### src/rtl/alu_pkg.sv
// Shared definitions for the ALU and its operation driver: opcode constants,
// the legal-opcode set and the driver state encoding.
package alu_pkg;

    // ALU opcodes understood by the combinational ALU
    localparam logic [3:0] OP_ADD   = 4'b0000;
    localparam logic [3:0] OP_INC   = 4'b0001;
    localparam logic [3:0] OP_NEG   = 4'b0010;
    localparam logic [3:0] OP_SUB   = 4'b0011;
    localparam logic [3:0] OP_PASSA = 4'b0100;

    // Opcode parked on the ALU after reset; it is harmless and legal
    localparam logic [3:0] RESET_OPCODE = OP_PASSA;

    // Driver FSM states
    typedef enum logic [1:0] {
        ST_IDLE   = 2'd0,
        ST_SETTLE = 2'd1,
        ST_RESP   = 2'd2
    } drv_state_e;

    // True when the opcode belongs to the legal set
    function automatic logic is_legal_op(input logic [3:0] op);
        logic legal_s;
        case (op)
            OP_ADD, OP_INC, OP_NEG, OP_SUB, OP_PASSA: legal_s = 1'b1;
            default:                                  legal_s = 1'b0;
        endcase
        return legal_s;
    endfunction

endpackage

### src/rtl/wrap_counter.sv
// Free-running modulo-2^COUNT_W event counter with synchronous clear and
// count enable. Wraps from all-ones to zero silently.
module wrap_counter #(
    parameter int COUNT_W = 16
) (
    input  logic               clk,
    input  logic               clr,
    input  logic               en,
    output logic [COUNT_W-1:0] count
);

    logic [COUNT_W-1:0] count_r;

    // Count register: clear has priority over enable
    always_ff @(posedge clk) begin
        if (clr) begin
            count_r <= '0;
        end else if (en) begin
            count_r <= count_r + COUNT_W'(1);
        end else begin
            count_r <= count_r;
        end
    end

    assign count = count_r;

endmodule

### src/rtl/alu_op_driver.sv
// Request/response front end for a combinational ALU. Legal requests are
// registered onto the ALU, given one cycle to settle, then the result and
// flags are captured and offered as a response. Illegal opcodes never reach
// the ALU and are answered directly with a zero result.
module alu_op_driver
    import alu_pkg::*;
#(
    parameter int COUNT_W = 16
) (
    input  logic               clk,
    input  logic               rst,
    input  logic               req_valid,
    output logic               req_ready,
    input  logic [3:0]         req_op,
    input  logic [31:0]        req_a,
    input  logic [31:0]        req_b,
    output logic [31:0]        alu_a,
    output logic [31:0]        alu_b,
    output logic [3:0]         alu_opcode,
    input  logic [31:0]        alu_result,
    input  logic               alu_negative,
    input  logic               alu_zero,
    output logic               rsp_valid,
    input  logic               rsp_ready,
    output logic [31:0]        rsp_result,
    output logic               rsp_negative,
    output logic               rsp_zero,
    output logic               rsp_illegal,
    output logic               flag_n,
    output logic               flag_z,
    output logic [COUNT_W-1:0] op_count
);

    drv_state_e state_r;
    drv_state_e state_nxt_s;

    logic       op_legal_s;
    logic       accept_s;
    logic       accept_legal_s;
    logic       settle_done_s;
    logic       handshake_s;
    logic       hs_legal_s;

    logic              req_ready_r;
    logic              rsp_valid_r;
    logic [31:0]       alu_a_r;
    logic [31:0]       alu_b_r;
    logic [3:0]        alu_opcode_r;
    logic [31:0]       rsp_result_r;
    logic              rsp_negative_r;
    logic              rsp_zero_r;
    logic              rsp_illegal_r;
    logic              flag_n_r;
    logic              flag_z_r;
    logic [COUNT_W-1:0] op_count_s;

    // Next-state decode and per-cycle event strobes
    always_comb begin
        state_nxt_s    = state_r;
        op_legal_s     = is_legal_op(req_op);
        accept_s       = 1'b0;
        accept_legal_s = 1'b0;
        settle_done_s  = 1'b0;
        handshake_s    = 1'b0;
        hs_legal_s     = 1'b0;
        case (state_r)
            ST_IDLE: begin
                if (req_valid) begin
                    accept_s       = 1'b1;
                    accept_legal_s = op_legal_s;
                    if (op_legal_s) begin
                        state_nxt_s = ST_SETTLE;
                    end else begin
                        state_nxt_s = ST_RESP;
                    end
                end else begin
                    state_nxt_s = ST_IDLE;
                end
            end
            ST_SETTLE: begin
                settle_done_s = 1'b1;
                state_nxt_s   = ST_RESP;
            end
            ST_RESP: begin
                if (rsp_ready) begin
                    handshake_s = 1'b1;
                    hs_legal_s  = ~rsp_illegal_r;
                    state_nxt_s = ST_IDLE;
                end else begin
                    state_nxt_s = ST_RESP;
                end
            end
            default: begin
                state_nxt_s = ST_IDLE;
            end
        endcase
    end

    // State register
    always_ff @(posedge clk) begin
        if (rst) begin
            state_r <= ST_IDLE;
        end else begin
            state_r <= state_nxt_s;
        end
    end

    // Handshake outputs follow the next state so they are registered
    always_ff @(posedge clk) begin
        if (rst) begin
            req_ready_r <= 1'b1;
            rsp_valid_r <= 1'b0;
        end else begin
            req_ready_r <= (state_nxt_s == ST_IDLE);
            rsp_valid_r <= (state_nxt_s == ST_RESP);
        end
    end

    // ALU operand registers and response capture
    always_ff @(posedge clk) begin
        if (rst) begin
            alu_a_r        <= 32'd0;
            alu_b_r        <= 32'd0;
            alu_opcode_r   <= RESET_OPCODE;
            rsp_result_r   <= 32'd0;
            rsp_negative_r <= 1'b0;
            rsp_zero_r     <= 1'b0;
            rsp_illegal_r  <= 1'b0;
        end else if (accept_s && accept_legal_s) begin
            alu_a_r       <= req_a;
            alu_b_r       <= req_b;
            alu_opcode_r  <= req_op;
            rsp_illegal_r <= 1'b0;
        end else if (accept_s) begin
            // Illegal opcode: ALU inputs untouched, answer with zeros
            rsp_result_r   <= 32'd0;
            rsp_negative_r <= 1'b0;
            rsp_zero_r     <= 1'b0;
            rsp_illegal_r  <= 1'b1;
        end else if (settle_done_s) begin
            rsp_result_r   <= alu_result;
            rsp_negative_r <= alu_negative;
            rsp_zero_r     <= alu_zero;
        end else begin
            rsp_result_r   <= rsp_result_r;
            rsp_negative_r <= rsp_negative_r;
            rsp_zero_r     <= rsp_zero_r;
        end
    end

    // Sticky flags of the last legal operation the consumer accepted
    always_ff @(posedge clk) begin
        if (rst) begin
            flag_n_r <= 1'b0;
            flag_z_r <= 1'b0;
        end else if (handshake_s && hs_legal_s) begin
            flag_n_r <= rsp_negative_r;
            flag_z_r <= rsp_zero_r;
        end else begin
            flag_n_r <= flag_n_r;
            flag_z_r <= flag_z_r;
        end
    end

    wrap_counter #(
        .COUNT_W (COUNT_W)
    ) u_op_counter (
        .clk   (clk),
        .clr   (rst),
        .en    (hs_legal_s),
        .count (op_count_s)
    );

    assign req_ready    = req_ready_r;
    assign rsp_valid    = rsp_valid_r;
    assign alu_a        = alu_a_r;
    assign alu_b        = alu_b_r;
    assign alu_opcode   = alu_opcode_r;
    assign rsp_result   = rsp_result_r;
    assign rsp_negative = rsp_negative_r;
    assign rsp_zero     = rsp_zero_r;
    assign rsp_illegal  = rsp_illegal_r;
    assign flag_n       = flag_n_r;
    assign flag_z       = flag_z_r;
    assign op_count     = op_count_s;

endmodule

### config.mk
export PLATFORM = sky130hd
export DESIGN_NAME = alu_op_driver
export DESIGN_NICKNAME = d
export VERILOG_FILES = /design/src/rtl/alu_pkg.sv /design/src/rtl/wrap_counter.sv /design/src/rtl/alu_op_driver.sv
export SDC_FILE = /design/constraint.sdc
export NUM_CORES = 1
export LEC_CHECK = 0
export CORE_MARGIN = 2
export CORE_UTILIZATION = 42
export DETAILED_ROUTE_END_ITERATION = 10
export GPL_TIMING_DRIVEN = 1
export PLACE_DENSITY = 0.85
export SLEW_MARGIN = 20
export SYNTH_ARGS = -nofsm -noshare
export SYNTH_HDL_FRONTEND = slang
export SYNTH_SLANG_ARGS = --single-unit
### constraint.sdc
create_clock -name clk -period 2.65 [get_ports clk]
set_input_delay 0.3975 -clock clk [delete_from_list [all_inputs] [get_ports clk]]
set_output_delay 0.3975 -clock clk [all_outputs]
set_load 0.01 [all_outputs]
==> results by stage, run 1 <==
Outcome:
- The run finished with clean final reports.

Logic synthesis:
- The synthesized design contains 125 register bits.
- The distinct cell type count after synthesis is 34.
- The area of the mapped netlist is 0.00428 mm².
- After technology mapping, the gate count stands at 425.
- After synthesis, the cell types taking the most area are sky130_fd_sc_hd__dfxtp_1 (59%), sky130_fd_sc_hd__a22o_1 (14%), sky130_fd_sc_hd__a21oi_1 (5.0%), sky130_fd_sc_hd__nand3_1 (4.3%), sky130_fd_sc_hd__nand2_1 (4.0%).
- The number of nets handed over by synthesis was 532.
- The top cell type by area accounts for 58.5% of the synthesized area.
- The average instance in the mapped netlist occupies 10.1 µm².
- Summed over all instances, the cell type with the most area after synthesis is sky130_fd_sc_hd__dfxtp_1.
- Yosys printed 0 warnings.
- Of the synthesized area, sequential elements account for 58.5%.

Critical path:
- Traced cell by cell, the critical path runs through nand4bb_4 > or4_4 > or3_1 > a21oi_1.
- The capture point of the worst reg-to-reg path is u_op_counter.count[14].
- Along the worst path, the maximum fanout reaches 14.
- On the worst path, the slowest cell contributes a delay of 0.61 ns.
- The path type of the worst setup path is reg -> reg.
- The data required time of the critical path is 3.08 ns.
- Counting cells, the worst reg-to-reg path comes to 4.
- The startpoint of the most critical register-to-register path is state_r[1].
- The worst setup path is launched from a flop.
- The setup slack of the most critical reg-to-reg path is 0.69 ns.
- The worst setup path is captured at a flop.
- The slowest stage cell on the critical path is sky130_fd_sc_hd__or4_4.
- For the worst setup path, the data arrival time is 2.39 ns.

Clock tree:
- The number of gates resized after CTS is 0.
- The post-CTS clock slew at the launch and capture registers of the worst setup and hold paths is 0.06 ns.
- The number of levels in the clock H-tree is 4.
- The CTS sink count is 125.
- The maximum clock insertion buffer count is 2.
- The clock insertion delay at the later pin of the skew report is 0.50 ns.
- For this design, the CTS-stage hold fixing added 0 buffers.
- The cell sitting at the root of the clock tree is a sky130_fd_sc_hd__clkbuf_8.
- The clock buffer count from CTS is 17.
- The number of buffers added for setup after CTS is 0.
- The CTS tree is done.

Placed design:
- The count of buffers added on input and output ports is 228.
- The placer's final routability congestion estimate is 0.797.
- The placed wire-length estimate after detailed placement is 9140 µm.
- Before CTS, the worst setup slack after placement is 0.312 ns.

STA:
- Adding up every negative setup slack in the final design gives 0 ns.
- The worst slack on hold paths is 0.358 ns.
- Setup repair after global routing left no endpoint under its margin.
- The worst-case setup margin in the final layout is 0.692 ns.
- The worst path needs 1.96 ns of the cycle, external delays included.
- The total of endpoints with negative setup slack in the final report is 0.
- The total count of hold-check failures in the final report was 0.
- In the finished design, the share of the clock period the worst path needs comes to 73.9%.
- In this run the tightest slew margin relative to its limit is 53.5%.
- The max-slew violation count is 0.
- The final setup skew is 0.0109 ns.
- The timing-limited maximum frequency is 511 MHz.
- At the pin with the least slew margin, the transition time is 0.697 ns.

Job:
- Max-cap violations in this run came to 0.

Die:
- The die width is 105 µm.
- The overall die height is 105 µm.
- The core region area is 0.00982 mm².
- For this configuration, the core starts out at a cell density of 43.6%.
- The die outline area is 0.0110 mm².
- The I/O pin total is 229.
- After floorplanning, the core was divided into 36 placement rows.

Power and ir drop:
- The power per unit of standard cell area is 681 mW/mm².
- IR analysis of the VDD net gives a maximum drop of 0.456 mV.
- The cell leakage power is 2.66 nW.

Global route:
- The via count of the first global-routing pass is 4028.
- The number of antenna violations at the first check in global routing is 0.
- The first-pass GRT wire length is 20200 µm.
- Entering global routing, the biggest net connects 70 pins.
- The remaining global-route overflow is 0.
- In the global route stage, overall resource usage came out at 22.9%.

Worst hold path:
- For hold timing, the worst endpoint is rsp_result[28].
- The startpoint of the most critical hold path is rst.
- The worst hold path was traced through 2 stages.
- The path type of the worst min-delay path is in -> reg.

Finish:
- The fraction of final layout cells sized beyond drive strength 1 is 7.03%.
- Compared with the post-synthesis result, the final layout area differs by 70.5%.
- The library cell used most frequently in the layout, excluding fill and tap cells, is sky130_fd_sc_hd__clkdlybuf4s50_1.
- The net count of the finished layout is 749.
- In the layout the commonest cells are sky130_fd_sc_hd__clkdlybuf4s50_1 (227), sky130_fd_sc_hd__dfxtp_1 (125), sky130_fd_sc_hd__a22o_1 (66).
- The number of antenna diodes in the final layout is 0.

Route:
- The average detailed-routed wire length per instance is 16.4 µm.
- The routed layout has 4059 vias.
- Dividing the detail-routed via count by the number of cells gives 5.16.
- The first-iteration detailed-routing DRC count is 167.
- The number of routed nets with antenna violations is 0.
- For this run, the detailed router's first-pass iteration total came to 4.
- The residual DRC count is 0.
- The total detailed-routing wirelength is 12900 µm.
[metal layers]
layer / wire, µm / share of wire [%] / vias up / track usage (%)
met5: 0 / 0 / - / 0
met2: 6570 / 51 / 168 / 39.7
li1: - / - / 1959 / -
met4: 216 / 1.7 / 0 / 7.71
met1: 4860 / 38 / 1916 / 24.8
met3: 1250 / 9.7 / 16 / 10.4
[cells in the mapped netlist]
library cell / instances
sky130_fd_sc_hd__or4_4: 1
sky130_fd_sc_hd__ha_1: 1
sky130_fd_sc_hd__a21oi_1: 43
sky130_fd_sc_hd__nor4_1: 4
sky130_fd_sc_hd__buf_6: 1
sky130_fd_sc_hd__nand4_1: 5
sky130_fd_sc_hd__nor3_1: 4
sky130_fd_sc_hd__nand2b_1: 1
sky130_fd_sc_hd__and2_1: 2
sky130_fd_sc_hd__nor2_1: 14
sky130_fd_sc_hd__nand3_1: 37
sky130_fd_sc_hd__nand2_1: 46
sky130_fd_sc_hd__a211o_1: 1
sky130_fd_sc_hd__nor2b_1: 1
sky130_fd_sc_hd__a22oi_1: 1
sky130_fd_sc_hd__buf_2: 8
sky130_fd_sc_hd__a221oi_1: 2
sky130_fd_sc_hd__and3_1: 1
sky130_fd_sc_hd__dfxtp_1: 125
sky130_fd_sc_hd__or3_1: 2
sky130_fd_sc_hd__inv_1: 9
sky130_fd_sc_hd__clkbuf_1: 24
sky130_fd_sc_hd__a22o_1: 66
sky130_fd_sc_hd__nand4bb_4: 1
sky130_fd_sc_hd__xnor2_1: 7
sky130_fd_sc_hd__xor2_1: 3
sky130_fd_sc_hd__o311ai_0: 1
sky130_fd_sc_hd__and4bb_2: 1
sky130_fd_sc_hd__o21a_1: 1
sky130_fd_sc_hd__and4_1: 1
sky130_fd_sc_hd__a31o_2: 3
sky130_fd_sc_hd__nor3b_1: 1
sky130_fd_sc_hd__buf_1: 3
sky130_fd_sc_hd__o21ai_0: 4
[sequential cells by signal, indices dropped and copies added, names as in the netlist]
register	flops
rsp_zero	1
rsp_illegal	1
flag_n	1
alu_opcode	4
rsp_negative	1
rsp_valid	1
rsp_result	32
state_r	2
req_ready	1
alu_a	32
alu_b	32
u_op_counter.count	16
flag_z	1
[per-stage QoR]
| stage | power (mW) | utilization [%] | cells | instance area (µm²) |
|---|---|---|---|---|
| 2_1_floorplan | 2.16 | - | 425 | 4280 |
| 4_1_cts | 5.01 | 74.3 | 787 | 7290 |
| 3_3_place_gp | 2.46 | 67.6 | 756 | 6640 |
| 3_5_place_dp | 2.47 | 67.6 | 756 | 6640 |
| 6_report | 4.97 | 74.3 | 787 | 7290 |
| 5_1_grt | 5.14 | 74.3 | 787 | 7290 |
[where the power goes]
group | switching, mW | internal [mW]
combinational | 0.175 | 0.278
clock | 0.818 | 1.72
sequential | 0.0375 | 1.94
total | 1.03 | 3.94
[layout make-up]
| type | instances | area (µm²) |
|---|---|---|
| Clock buffer | 18 | 418 |
| Sequential cell | 125 | 2500 |
| Inverter | 9 | 33.8 |
| Multi-Input combinational cell | 255 | 1600 |
| Tap cell | 133 | 166 |
| Clock inverter | 13 | 238 |
| Fill cell | 708 | 2530 |
| Timing Repair Buffer | 234 | 2330 |
[critical path: cells and delay by family, from the launching register on]
| kind | cells | cell delay, ns |
|---|---|---|
| simple gates | 3 | 1.19 |
| flops | 1 | 0.57 |
| compound gates | 1 | 0.14 |
[cell families after synthesis]
family                     after synthesis  share of synthesized area (%)
and+or+nand+nor                        122                           14.0
adders and majority gates                1                          0.293
xor gates and xnor gates                10                           2.05
buffers and inverters                   45                           4.36
DFF                                    125                           58.5
AOI/OAI and AO/OA                      122                           20.8
[worst max path at each step]
stage	start	to	slack, ns	depth (start not counted)
4_1_cts	state_r[1]	u_op_counter.count[14]	0.69	4
6_report	state_r[1]	u_op_counter.count[14]	0.69	4
2_1_floorplan	u_op_counter.count[0]	u_op_counter.count[14]	0.91	5
5_1_grt	state_r[1]	u_op_counter.count[13]	0.58	4
3_3_place_gp	rsp_ready	u_op_counter.count[14]	0.34	5
3_5_place_dp	rsp_ready	u_op_counter.count[14]	0.31	5
(Power assumes the default switching activity.)
==> inputs of run 2 (changes only) <==
Settings changed: CORE_UTILIZATION 42 to 35, PLACE_DENSITY 0.85 to 0.76.
Clock period 2.65 ns to 1.67 ns, I/O delays scaled along.
==> results by stage, run 2 (synthesis results as in run 1) <==
Power and ir drop:
- For this design the static power due to leakage is 2.99 nW.
- The fraction of power spent switching nets is 20.3%.
- The share of power burned in registers is 39.5%.
- The power per unit of standard cell area is 1040 mW/mm².
- The power dissipated by switching net loads is 1.61 mW.
- The maximum vdd ir drop is 0.512 mV.
- The part of the power in combinational logic is 9.8%.
- The cell-internal power is 6.33 mW.
- The clock network fraction of total power is 50.8%.

Global route:
- The via count of the first global-routing pass is 4238.
- The largest net degree at the start of global routing is 57.
- Global routing finished with a remaining overflow of 0.
- The global routing usage summed across all routing layers is 19.5%.
- The number of antenna violations at the first check in global routing is 0.
- The first-pass GRT wire length is 20500 µm.

Critical path:
- The element type at the critical path end is an output pin.
- The critical path is of the reg -> out type.
- The peak fanout along the critical path is 4.
- The number of buffer and inverter stages on the critical path is 1.
- The data required time of the critical path is 1.42 ns.
- The longest individual stage delay on the worst path is 0.57 ns.
- The family with the most delay on the worst path is buffers and inverters.
- STA classifies the critical path startpoint as a flop.
- The slowest stage of the critical path belongs to the cell sky130_fd_sc_hd__clkdlybuf4s50_1.
- Walking the worst path, the cells encountered are clkdlybuf4s50_1.
- The data arrival time at the worst-slack endpoint is 1.36 ns.

STA:
- The worst path uses 96.3% of the clock period.
- Timing would allow up to 622 MHz.
- The worst-case setup margin in the final layout is 0.0616 ns.
- Adding up every negative setup slack in the final design gives 0 ns.
- The total count of hold-check failures in the final report is 0.
- The routed design could run at a clock period as short as 1.61 ns.
- The final setup skew is 0.00474 ns.
- Setup violations remaining at the end of the flow were counted as 0.
- The worst pin sits at a relative slew slack of 75.6%.
- Setup repair after global routing left no endpoint under its margin.
- The max-slew violation count came to 0.
- The measured slew at the worst slew-check pin is 0.362 ns.

Route:
- The highest metal layer used by the detailed router is met4.
- The residual DRC count is 0.
- The first TritonRoute pass finished after 4 iterations.
- The total detailed-routing wirelength is 13000 µm.
- The routed design uses 6370 µm of met2 wire.
- The count of vias placed by the detailed router is 4164.
- In the routed layout, each cell is associated on average with a via count of 5.00.
- The number of routed nets with antenna violations is 0.
- The average detailed-routed wire length per instance is 15.6 µm.
- The wire length on met1 is 5200 µm.
- Summed over all nets, wire length on met3 after detailed routing comes to 1130 µm.
- The first-iteration detailed-routing DRC count is 216.

Die:
- The core region area is 0.0120 mm².
- In this run the vertical extent of the chip is 115 µm.
- The starting density of the core is 35.8%.
- The die covers 0.0131 mm².
- After floorplanning, the core was divided into 40 placement rows.
- The I/O pin total is 229.
- The die width is 115 µm.

Placed design:
- Counting tap cells, the placed design contains a total of 799 instances.
- The congestion estimate from routability-driven global placement came to 0.793.
- In this run the cell area measured after placement is 0.00694 mm².
- The wire-length estimate of the detail-placed layout is 8950 µm.
- At the placement stage, the worst setup path has a slack of -0.245 ns.
- The number of buffer cells added on primary ports is 228.

Clock tree:
- The post-CTS clock slew at the launch and capture registers of the worst setup and hold paths is 0.05 ns.
- In this run the number of H-tree levels came out at 4.
- The clock passes through at most 2 buffers.
- The clock reaches the later pin of the worst-skew pair after 0.40 ns.
- For this design, the CTS-stage hold fixing added 0 buffers.
- The CTS tree is done.
- The CTS sink count is 125.
- The clock buffer count from CTS is 17.
- The root buffer cell is sky130_fd_sc_hd__clkbuf_16.

Finish:
- The most frequent standard cell in the layout excluding fill and tap cells is sky130_fd_sc_hd__clkdlybuf4s50_1.
- The post-layout net count is 779.
- Excluding fillers, the count of instances in the completed layout stands at 832.
- The filler cell count in the final layout is 966.
- Compared with the post-synthesis result, the final layout area differs by 79.3%.
- In the layout the commonest cells are sky130_fd_sc_hd__clkdlybuf4s50_1 (219), sky130_fd_sc_hd__dfxtp_1 (119), sky130_fd_sc_hd__a22o_1 (66).
- The post-route netlist has 12.4% of its cells at a drive strength greater than 1.
- The post-route cell area is 0.00767 mm².
- The count of inserted antenna diode cells is 0.

Worst hold path:
- The path type of the worst min-delay path is in -> reg.

Outcome:
- The flow ran to the end, and the final reports show no timing, DRC or antenna violations.

Job:
- The max-capacitance violation count is 0.
[run 2: cell type report]
cell class / count / area [µm²] / share of cell area (%)
well taps: 147 / 184 / 2.40
repair buffers: 264 / 2660 / 34.7
clock inverters: 10 / 185 / 2.41
clock buffers: 22 / 474 / 6.18
flip-flops and latches: 125 / 2510 / 32.7
multi-input cells: 255 / 1620 / 21.1
inverters: 9 / 33.8 / 0.441
[run 2: per-stage QoR]
step                power, mW  hold WS [ns]  util (%)
global route             8.23         0.222      64.1
finish                   7.95         0.206      64.1
floorplan                3.43         0.376         -
detailed placement       3.97         0.453      58.0
CTS                      8.01         0.196      63.5
global placement         3.95         0.449      58.0
[run 2: path summary, 6_finish.rpt]
kind,from,end,slack (ns),depth (start not counted)
worst max-delay path,u_op_counter.count[13],op_count[13],0.06,1
worst min register to register,flag_z,flag_z,0.45,2
worst min-delay path,rst,req_ready,0.21,3
worst max register to register,u_op_counter.count[0],u_op_counter.count[14],0.08,5
[run 2: repair_timing]
item                                    CTS  global route
gates cloned                              0             1
endpoints found under the setup margin    2            53
setup buffers                             0             0
gates resized for setup                   2            13
[run 2: power groups by stage]
stage | logic (mW) | clock network (mW) | registers, mW
floorplan | 0.207 | 0 | 3.23
global placement | 0.759 | 0 | 3.19
detailed placement | 0.773 | 0 | 3.19
CTS | 0.776 | 4.10 | 3.13
global route | 0.833 | 4.25 | 3.14
finish | 0.777 | 4.03 | 3.13
[run 2: metal layers]
metal / GRT usage (%) / up-vias
met1: 22.7 / 1949
li1: - / 2016
met4: 7.56 / 0
met3: 7.83 / 23
met5: 0 / -
met2: 32.3 / 176
